[config.mk]
export PLATFORM = sky130hd
export DESIGN_NAME = tick_duration_timer
export DESIGN_NICKNAME = d
export VERILOG_FILES = /design/src/rtl/tick_duration_timer_pkg.sv /design/src/rtl/tick_duration_timer_edge_sync_pulse.sv /design/src/rtl/tick_duration_timer.sv
export SDC_FILE = /design/constraint.sdc
export NUM_CORES = 1
export LEC_CHECK = 0
export BUFFER_PORTS_ARGS = -buffer_cell sky130_fd_sc_hd__buf_2
export CORE_UTILIZATION = 52
export DETAILED_ROUTE_END_ITERATION = 8
export PLACE_DENSITY = 0.92
export SLEW_MARGIN = 10
export SYNTH_ARGS = -nofsm -noshare
export SYNTH_HDL_FRONTEND = slang
export SYNTH_SLANG_ARGS = --single-unit
[constraint.sdc]
create_clock -name clock -period 2.1 [get_ports clock]
set_input_delay 0.21 -clock clock [delete_from_list [all_inputs] [get_ports clock]]
set_output_delay 0.21 -clock clock [all_outputs]
set_load 0.005 [all_outputs]
[src/rtl/tick_duration_timer_pkg.sv]
// Shared types and limits for the tick duration timer.
// Imported by the synchroniser and the countdown top.
package tick_duration_timer_pkg;

  localparam int WIDTH_DEFAULT       = 8;
  localparam int SYNC_STAGES_DEFAULT = 2;
  localparam int SYNC_STAGES_MIN     = 2;
  localparam int SYNC_STAGES_MAX     = 3;

  typedef enum logic [1:0] {
    IDLE = 2'd0,
    RUN  = 2'd1,
    DONE = 2'd2
  } state_t;

  function automatic bit sync_stages_ok(input int n);
    return (n >= SYNC_STAGES_MIN) && (n <= SYNC_STAGES_MAX);
  endfunction

endpackage

[src/rtl/tick_duration_timer_edge_sync_pulse.sv]
// Resynchronises a slow asynchronous level and emits a
// registered one-cycle strobe on each of its rising edges.
module edge_sync_pulse
  import tick_duration_timer_pkg::*;
#(
  parameter int SYNC_STAGES = SYNC_STAGES_DEFAULT
) (
  input  logic clock,
  input  logic reset,
  input  logic async_in,
  output logic pulse
);

  if (!sync_stages_ok(SYNC_STAGES)) begin : g_bad_stages
    $error("edge_sync_pulse: SYNC_STAGES must be 2 or 3");
  end

  logic [SYNC_STAGES-1:0] sync_q;
  logic                   hist_q;
  logic                   sync_last;

  assign sync_last = sync_q[SYNC_STAGES-1];

  // Synchroniser chain, edge history and registered rise strobe.
  always_ff @(posedge clock) begin
    if (reset) begin
      sync_q <= '0;
      hist_q <= 1'b0;
      pulse  <= 1'b0;
    end else begin
      sync_q <= {sync_q[SYNC_STAGES-2:0], async_in};
      hist_q <= sync_last;
      pulse  <= sync_last & ~hist_q;
    end
  end

endmodule

[src/rtl/tick_duration_timer.sv]
// Countdown of slow-clock ticks with start/busy/done
// handshake and early abort.
module tick_duration_timer
  import tick_duration_timer_pkg::*;
#(
  parameter int WIDTH       = WIDTH_DEFAULT,
  parameter int SYNC_STAGES = SYNC_STAGES_DEFAULT
) (
  input  logic             clock,
  input  logic             reset,
  input  logic             tick_in,
  input  logic             start,
  input  logic [WIDTH-1:0] duration,
  input  logic             abort,
  output logic             busy,
  output logic             done,
  output logic [WIDTH-1:0] remaining,
  output logic             tick_pulse
);

  state_t           state_q;
  state_t           state_d;
  logic [WIDTH-1:0] rem_q;
  logic             tick;
  logic             rem_is_one;
  logic             accept;
  logic             count;

  edge_sync_pulse #(
    .SYNC_STAGES(SYNC_STAGES)
  ) u_sync (
    .clock   (clock),
    .reset   (reset),
    .async_in(tick_in),
    .pulse   (tick)
  );

  assign tick_pulse = tick;
  assign remaining  = rem_q;
  assign rem_is_one = (rem_q == WIDTH'(1));
  assign accept     = (state_q == IDLE) && start;
  assign count      = (state_q == RUN) && !abort
                    && tick && (rem_q != '0);

  // State register.
  always_ff @(posedge clock) begin
    if (reset) state_q <= IDLE;
    else       state_q <= state_d;
  end

  // Next state: abort beats a same-cycle final tick.
  always_comb begin
    state_d = state_q;
    unique case (state_q)
      IDLE: begin
        if (start) begin
          state_d = (duration != '0) ? RUN : DONE;
        end
      end
      RUN: begin
        if (abort)                   state_d = IDLE;
        else if (tick && rem_is_one) state_d = DONE;
      end
      DONE:    state_d = IDLE;
      default: state_d = IDLE;
    endcase
  end

  // Remaining count: load on accepted start, never wraps.
  always_ff @(posedge clock) begin
    if (reset)      rem_q <= '0;
    else if (accept) rem_q <= duration;
    else if (count)  rem_q <= rem_q - WIDTH'(1);
  end

  // Moore outputs decoded from state.
  always_comb begin
    busy = (state_q == RUN);
    done = (state_q == DONE);
  end

endmodule
==> impl_metrics.ini, run 1 <==
[status]
status = complete, no violations

[logic_synthesis]
syn-num-nets = 100
ys_seq_elements = 14
ys.flop_type = dfxtp_1
synth-edff-count = 0
netlist_instances = 85
seq_area_frac_synth = 0.365
synth.distinct_cells = 35
synthArstFlopShare = 0
ys_warn_count = 0
syn_area_sq_um = 767
synth_area_per_cell_sq_um = 9.02

[critical_path]
worstReg2RegStart = remaining[0]$_SDFFE_PP0P_
reg2reg_depth = 5
cp_max_fo = 6
cp-end-kind = register
reg2reg_to = remaining[1]$_SDFFE_PP0P_
arrival_ns = 1.80
crit_required_ns = 2.27
reg2reg_slack_ns = 0.47
critPathKind = register to register
crit_path_start_kind = register

[sta]
timing.fmax_mhz = 613
finalHoldViolCount = 0
setup_ws_ns = 0.467
min_period_over_period = 0.777
fin_skew_ns = 0.00531
finalCriticalPeriod_ns = 1.63
whs_ns = 0.139
worst_pin_slew_ns = 0.498
rsz0062_at_grt = no
drv_slew = 0
slew_headroom = 0.666
fin_tns_setup_ns = 0
final-setup-viol-count = 0

[cts]
cts_tree = yes
path_clk_slew_ns = 0.09
clkLatencyLatePin_ns = 0.28
cts.sinks = 14
h-tree-depth = 1
root_buffer = clkbuf_4
postCtsSetupBuffers = 0
cts_made_buffers = 3
cts_hold_buf = 0
cts_buffer_depth = 2
cts_resized = 0

[pwr]
leakagePower_nw = 0.390
ir_worst_vdd_uv = 386
p_total_mw = 0.639
p_per_area_mw_per_mm2 = 688

[finish]
final_area_sq_um = 928
final_nets = 126
area_delta_synth_final_pct = 21.0
seqCellArea_sq_um = 280
fin_util = 0.696
diodes = 0
mostFrequentLayoutCells = buf_2 (23), dfxtp_1 (14), nor2_1 (11)
fin_cells = 125
drive_gt1_frac = 0.300
multi_input_area_sq_um = 467
fill_cells = 111
final_common_cell = buf_2

[drt]
routed_wl_um = 1750
ant_nets = 0
vias = 748
initialDrtViolationCount = 10
drt_pass1_iterations = 4
vias_per_cell = 5.98
drc = 0
wl_per_cell_um = 14.0

[global_route]
first_global_vias = 662
grt_usage = 0.241
overflow = 0
antenna_found_initial = 0
grt_pass1_wl_um = 2670
grt_start_max_net_pins = 14

[die]
initial_core_util = 0.575
fp.coreArea_sq_mm = 0.00133
fp.dieArea_sq_mm = 0.00163
die_h_um = 40.4
die_w_um = 40.4
rows = 13
ios = 24

[placed_design]
io_buffers = 23
gp_congestion = 0.863
dp_cells = 121
hpwl_um = 1340
placed_area_sq_um = 892
dp_slack_ns = 0.472

[min_path]
hp-class = primary input to register
holdPathEnd = u_sync.sync_q[0]$_SDFF_PP0_
hold_start = tick_in
min_path_cells = 2

[job]
max-cap-violations = 0
layout make-up:
cell class              instances  share of cell area
repair buffers                 23               0.124
well taps                      15              0.0202
multi-input cells              66               0.503
clock buffers                   4              0.0391
flip-flops and latches         14               0.302
inverters                       3              0.0121
worst max-delay path by stage:
stage | startpoint | to | slack [ns] | cells past startpoint
after detailed placement | remaining[0]$_SDFFE_PP0P_ | remaining[1]$_SDFFE_PP0P_ | 0.47 | 5
after floorplan | remaining[0]$_SDFFE_PP0P_ | remaining[5]$_SDFFE_PP0P_ | 0.64 | 5
after global placement | remaining[0]$_SDFFE_PP0P_ | remaining[5]$_SDFFE_PP0P_ | 0.59 | 5
after CTS | remaining[0]$_SDFFE_PP0P_ | remaining[1]$_SDFFE_PP0P_ | 0.45 | 5
after global routing | remaining[0]$_SDFFE_PP0P_ | remaining[1]$_SDFFE_PP0P_ | 0.32 | 5
final | remaining[0]$_SDFFE_PP0P_ | remaining[1]$_SDFFE_PP0P_ | 0.47 | 5
state kept, by name, summed over array words and instances, names as in the netlist:
register and flops:
state_q 2, u_sync.pulse 1, u_sync.sync_q 2, remaining 8
u_sync.hist_q 1
synthesized netlist by cell type, types with 2 or more instances:
cell type / instances / area share
nand2_1: 3 / 0.015
o21bai_1: 2 / 0.020
a211oi_1: 5 / 0.049
nor2_1: 11 / 0.054
and3_1: 2 / 0.016
dfxtp_1: 14 / 0.37
nor4_1: 3 / 0.024
a2111oi_1: 2 / 0.026
inv_1: 3 / 0.015
or3b_1: 2 / 0.023
a31oi_1: 2 / 0.016
nor3_1: 2 / 0.013
nand3_1: 4 / 0.026
ha_1: 2 / 0.033
a21oi_1: 3 / 0.020
nor4_2: 2 / 0.033
nor2b_1: 5 / 0.041
power by group:
group	internal, mW	leakage [nW]	switching (mW)
sequential	0.284	0.115	0.0251
combinational	0.0619	0.253	0.0691
clock	0.106	0.0210	0.0937
total	0.451	0.390	0.188
cell families after synthesis:
group | Yosys count | share of synthesized area
and+or+nand+nor | 43 | 0.352
buffers and inverters | 5 | 0.0261
xor gates and xnor gates | 1 | 0.0114
adders and majority gates | 2 | 0.0326
muxes | 2 | 0.0277
AOI/OAI and AO/OA | 18 | 0.184
DFF | 14 | 0.365
metal layers:
metal / routed length (um) / track usage / vias up
li1: - / - / 373
met1: 760 / 0.281 / 343
met2: 875 / 0.444 / 28
met3: 89 / 0.0500 / 4
met4: 25 / 0.0500 / 0
met5: 0 / 0 / -
worst max-delay path: stages (launching register included):
cell and delay (ns):
dfxtp_1 0.44, inv_1 0.09, ha_1 0.27, a31oi_2 0.29, nor3_1 0.08, a2111oi_1 0.34
Note: power is estimated with default switching activity, not from simulation.
==> run 2: changes to the inputs <==
--- a/config.mk
+++ b/config.mk
@@ -6,9 +6,9 @@
 export NUM_CORES = 1
 export LEC_CHECK = 0
 export BUFFER_PORTS_ARGS = -buffer_cell sky130_fd_sc_hd__buf_2
-export CORE_UTILIZATION = 52
+export CORE_UTILIZATION = 48
 export DETAILED_ROUTE_END_ITERATION = 8
-export PLACE_DENSITY = 0.92
+export PLACE_DENSITY = 0.87
 export SLEW_MARGIN = 10
 export SYNTH_ARGS = -nofsm -noshare
 export SYNTH_HDL_FRONTEND = slang
==> constraint.sdc (replaced) <==
create_clock -name clock -period 1.58 [get_ports clock]
set_input_delay 0.158 -clock clock [delete_from_list [all_inputs] [get_ports clock]]
set_output_delay 0.158 -clock clock [all_outputs]
set_load 0.005 [all_outputs]
==> impl_metrics.ini, run 2 (synthesized netlist as in run 1, its figures left out) <==
[status]
status = complete, no violations

[critical_path]
cp-end-kind = register
critPathMaxStageDelay_ns = 0.41
crit_path_start_kind = register
critical_path.slowest_cell = or4_1
crit_required_ns = 1.79
path_cells = nor4_2 -> nand3b_1 -> or4_1 -> a31oi_1
arrival_ns = 1.73
critPathKind = register to register
cp_max_fo = 5

[finish]
mostFrequentLayoutCells = buf_2 (23), nor2_1 (11), dfxtp_1 (10)
final_common_cell = buf_2
final_area_sq_mm = 0.00102
area_delta_synth_final_pct = 33.0
fin_cells = 130
final_nets = 130
largest_reg_flops = 8
diodes = 0
fin_util = 0.677
drive_gt1_frac = 0.377

[cts]
cts_tree = yes
cts_hold_buf = 0
h-tree-depth = 1
cts.sinks = 14
path_clk_slew_ns = 0.08
cts_buffer_depth = 2
root_buffer = clkbuf_4
cts_made_buffers = 3
clkLatencyLatePin_ns = 0.28
postCtsSetupBuffers = 0

[placed_design]
dp_cells = 126
hpwl_um = 1440
placed_area_sq_um = 923
io_buffers = 23
gp_congestion = 0.811

[sta]
fin_tns_setup_ns = 0
finalCriticalPeriod_ns = 1.52
worst_pin_slew_ns = 0.458
min_period_over_period = 0.959
finalHoldViolCount = 0
rsz0062_at_grt = yes
drv_slew = 0
final-setup-viol-count = 0
slew_headroom = 0.692
timing.fmax_mhz = 660
fin_skew_ns = 0.00407

[pwr]
ir_worst_vdd_uv = 681
p_total_mw = 0.882
seq_power_share = 0.467
clkPwrFrac = 0.293
p_sw_mw = 0.259
p_int_mw = 0.623
swShare = 0.294
p_per_area_mw_per_mm2 = 865
leakagePower_nw = 0.418
pwr-share-comb = 0.240

[global_route]
antenna_found_initial = 0
grt_usage = 0.232
grt_start_max_net_pins = 14
grt_pass1_wl_um = 3070
overflow = 0
first_global_vias = 713

[die]
die_w_um = 42.0
fp.dieArea_sq_mm = 0.00176
rows = 14
die_h_um = 42.0
fp.coreArea_sq_mm = 0.00151
ios = 24
initial_core_util = 0.509

[drt]
initialDrtViolationCount = 17
vias = 783
drc = 0
wl_per_cell_um = 14.7
vias_per_cell = 6.02
drt_pass1_iterations = 4
ant_nets = 0
routed_wl_um = 1910

[min_path]
hp-class = primary input to register

[job]
max-cap-violations = 0
-- run 2: path summary, 6_finish.rpt --
check | from | end | slack, ns | cells past startpoint
max reg2reg | remaining[0]$_SDFFE_PP0P_ | remaining[7]$_SDFFE_PP0P_ | 0.06 | 4
min reg2reg | u_sync.hist_q$_SDFF_PP0_ | u_sync.pulse$_SDFF_PP0_ | 0.39 | 1
max | remaining[0]$_SDFFE_PP0P_ | remaining[7]$_SDFFE_PP0P_ | 0.06 | 4
min | tick_in | u_sync.sync_q[0]$_SDFF_PP0_ | 0.09 | 2
-- run 2: critical path, delay by kind of cell (launching register included) --
kind	cells	cell delay, ns
simple gates	3	0.91
compound gates	1	0.18
flops	1	0.36
-- run 2: final cells by class --
cell class / instances / area, sq um
multi-input cells: 66 / 519
fillers: 127 / 487
flip-flops and latches: 14 / 288
repair buffers: 27 / 145
clock buffers: 4 / 36.3
well taps: 16 / 20.0
inverters: 3 / 11.3
-- run 2: repair_timing --
action	in CTS	in global routing
pin swaps	0	3
endpoints found under the setup margin	1	4
endpoints found under the hold margin	0	0
gates resized for setup	1	11
-- run 2: layer usage --
metal | wire length [um] | vias to the layer above | GRT usage
met1 | 795 | 360 | 0.263
met4 | 53 | 0 | 0.110
met2 | 950 | 29 | 0.388
met3 | 108 | 9 | 0.0819
met5 | 0 | - | 0
li1 | - | 385 | -
-- run 2: per-stage QoR --
| stage | hold slack [ns] | setup WS, ns |
|---|---|---|
| 2_1_floorplan | 0.237 | 0.117 |
| 3_3_place_gp | 0.371 | 0.0955 |
| 3_5_place_dp | 0.381 | -0.0156 |
| 4_1_cts | 0.0861 | 0.0175 |
| 5_1_grt | 0.0863 | -0.0140 |
| 6_report | 0.0864 | 0.0647 |
-- run 2: power by group through the flow --
stage | Sequential [mW] | Combinational [mW] | Clock, mW
detailed placement | 0.414 | 0.191 | 0
CTS | 0.405 | 0.196 | 0.263
global route | 0.417 | 0.234 | 0.273
floorplan | 0.413 | 0.113 | 0
global placement | 0.412 | 0.186 | 0
finish | 0.412 | 0.212 | 0.258
==> run 3: changes to the inputs <==
==> constraint.sdc (replaced) <==
create_clock -name clock -period 1.58 [get_ports clock]
set_input_delay 0.316 -clock clock [delete_from_list [all_inputs] [get_ports clock]]
set_output_delay 0.316 -clock clock [all_outputs]
set_load 0.005 [all_outputs]
==> impl_metrics.ini, run 3 (synthesized netlist as in run 1, its figures left out) <==
[placed_design]
io_buffers = 23
hpwl_um = 1410
dp_slack_ns = 0.0241
gp_congestion = 0.872
placed_area_sq_um = 938

[sta]
worst_pin_slew_ns = 0.409
slew_headroom = 0.724
timing.fmax_mhz = 672
drv_slew = 0
whs_ns = 0.231
finalCriticalPeriod_ns = 1.49
rsz0062_at_grt = yes
final-setup-viol-count = 0
setup_ws_ns = 0.0923
min_period_over_period = 0.942
fin_skew_ns = 0.00488
finalHoldViolCount = 0

[job]
max-cap-violations = 0

[drt]
vias = 819
wl_per_cell_um = 14.6
initialDrtViolationCount = 27
vias_per_cell = 6.20
drt_pass1_iterations = 5
drc = 0
ant_nets = 0
routed_wl_um = 1930

[finish]
largest_reg_flops = 8
final_nets = 132
fin_util = 0.669
drive_gt1_frac = 0.371
final_common_cell = buf_2
final_area_sq_mm = 0.00101
mostFrequentLayoutCells = buf_2 (23), dfxtp_1 (12), nor2_1 (10)
diodes = 0
area_delta_synth_final_pct = 31.5

[critical_path]
crit_path_start_kind = register
cp-startpoint = remaining[0]$_SDFFE_PP0P_
cp-end-kind = register
reg2reg_slack_ns = 0.09
critical_path.endpoint = remaining[7]$_SDFFE_PP0P_
reg2reg_depth = 4
critPathMaxStageDelay_ns = 0.41
critPathKind = register to register
reg2reg_to = remaining[7]$_SDFFE_PP0P_
worstReg2RegStart = remaining[0]$_SDFFE_PP0P_
path_cells = nor4_4 -> nand3b_1 -> or4_1 -> a31oi_1
arrival_ns = 1.70
critical_path.slowest_cell = or4_1
crit_required_ns = 1.79
cp_max_fo = 3

[die]
die_w_um = 42.0
fp.dieArea_sq_mm = 0.00176
die_h_um = 42.0
fp.coreArea_sq_mm = 0.00151
ios = 24
initial_core_util = 0.509
rows = 14

[status]
status = complete, no violations

[global_route]
antenna_found_initial = 0
first_global_vias = 752
grt_pass1_wl_um = 3210
overflow = 0
grt_usage = 0.236
grt_start_max_net_pins = 14

[pwr]
pwr-share-comb = 0.242
ir_worst_vdd_uv = 520
leakagePower_nw = 0.426
seq_power_share = 0.463
clkPwrFrac = 0.295
swShare = 0.299
p_per_area_mw_per_mm2 = 882
p_total_mw = 0.890
p_sw_mw = 0.266
p_int_mw = 0.623

[cts]
h-tree-depth = 1
path_clk_slew_ns = 0.09
postCtsSetupBuffers = 0
cts_tree = yes
cts_made_buffers = 3
clkLatencyLatePin_ns = 0.28
cts_buffer_depth = 2
root_buffer = clkbuf_4
cts.sinks = 14

[min_path]
hold_start = tick_in
hp-class = primary input to register
-- run 3: worst min-delay path by stage --
stage	to	slack (ns)	cells past startpoint
floorplan	u_sync.pulse$_SDFF_PP0_	0.37	1
global placement	u_sync.pulse$_SDFF_PP0_	0.37	1
detailed placement	u_sync.pulse$_SDFF_PP0_	0.38	1
CTS	u_sync.sync_q[0]$_SDFF_PP0_	0.24	2
global route	u_sync.sync_q[0]$_SDFF_PP0_	0.23	2
finish	u_sync.sync_q[0]$_SDFF_PP0_	0.23	2
-- run 3: critical path, delay by kind of cell, from the launching register on --
kind / cells / cell delay, ns
simple gates: 3 / 0.90
flops: 1 / 0.35
compound gates: 1 / 0.17
-- run 3: area by class of cell --
class	instances	area, sq um
multi-input combinational	66	498
fill	119	498
sequential	14	283
timing repair buffer	29	160
clock buffer	4	36.3
tap	16	20.0
inverter	3	11.3
-- run 3: power by group through the flow --
stage	combinational, mW	sequential, mW	clock, mW
floorplan	0.113	0.413	0
global placement	0.192	0.411	0
detailed placement	0.197	0.412	0
CTS	0.203	0.404	0.264
global route	0.234	0.416	0.298
finish	0.215	0.412	0.262
-- run 3: repair_timing --
item | CTS | global route
setup endpoints to repair | 2 | 4
gates cloned | 0 | 0
resized for setup | 1 | 6
hold buffers | 0 | 0
-- run 3: stage by stage --
stage	std cells	setup TNS, ns
2_1_floorplan	85	0
3_3_place_gp	128	0
3_5_place_dp	128	0
4_1_cts	132	0
5_1_grt	132	-0.0193
6_report	132	0
-- run 3: layer usage --
metal | global-route usage | routed length, um | share of wire | vias to the layer above
li1 | - | - | - | 384
met2 | 0.388 | 913 | 0.47 | 56
met5 | 0 | 0 | 0 | -
met3 | 0.0388 | 151 | 0.078 | 10
met1 | 0.312 | 828 | 0.43 | 369
met4 | 0.0839 | 40 | 0.021 | 0
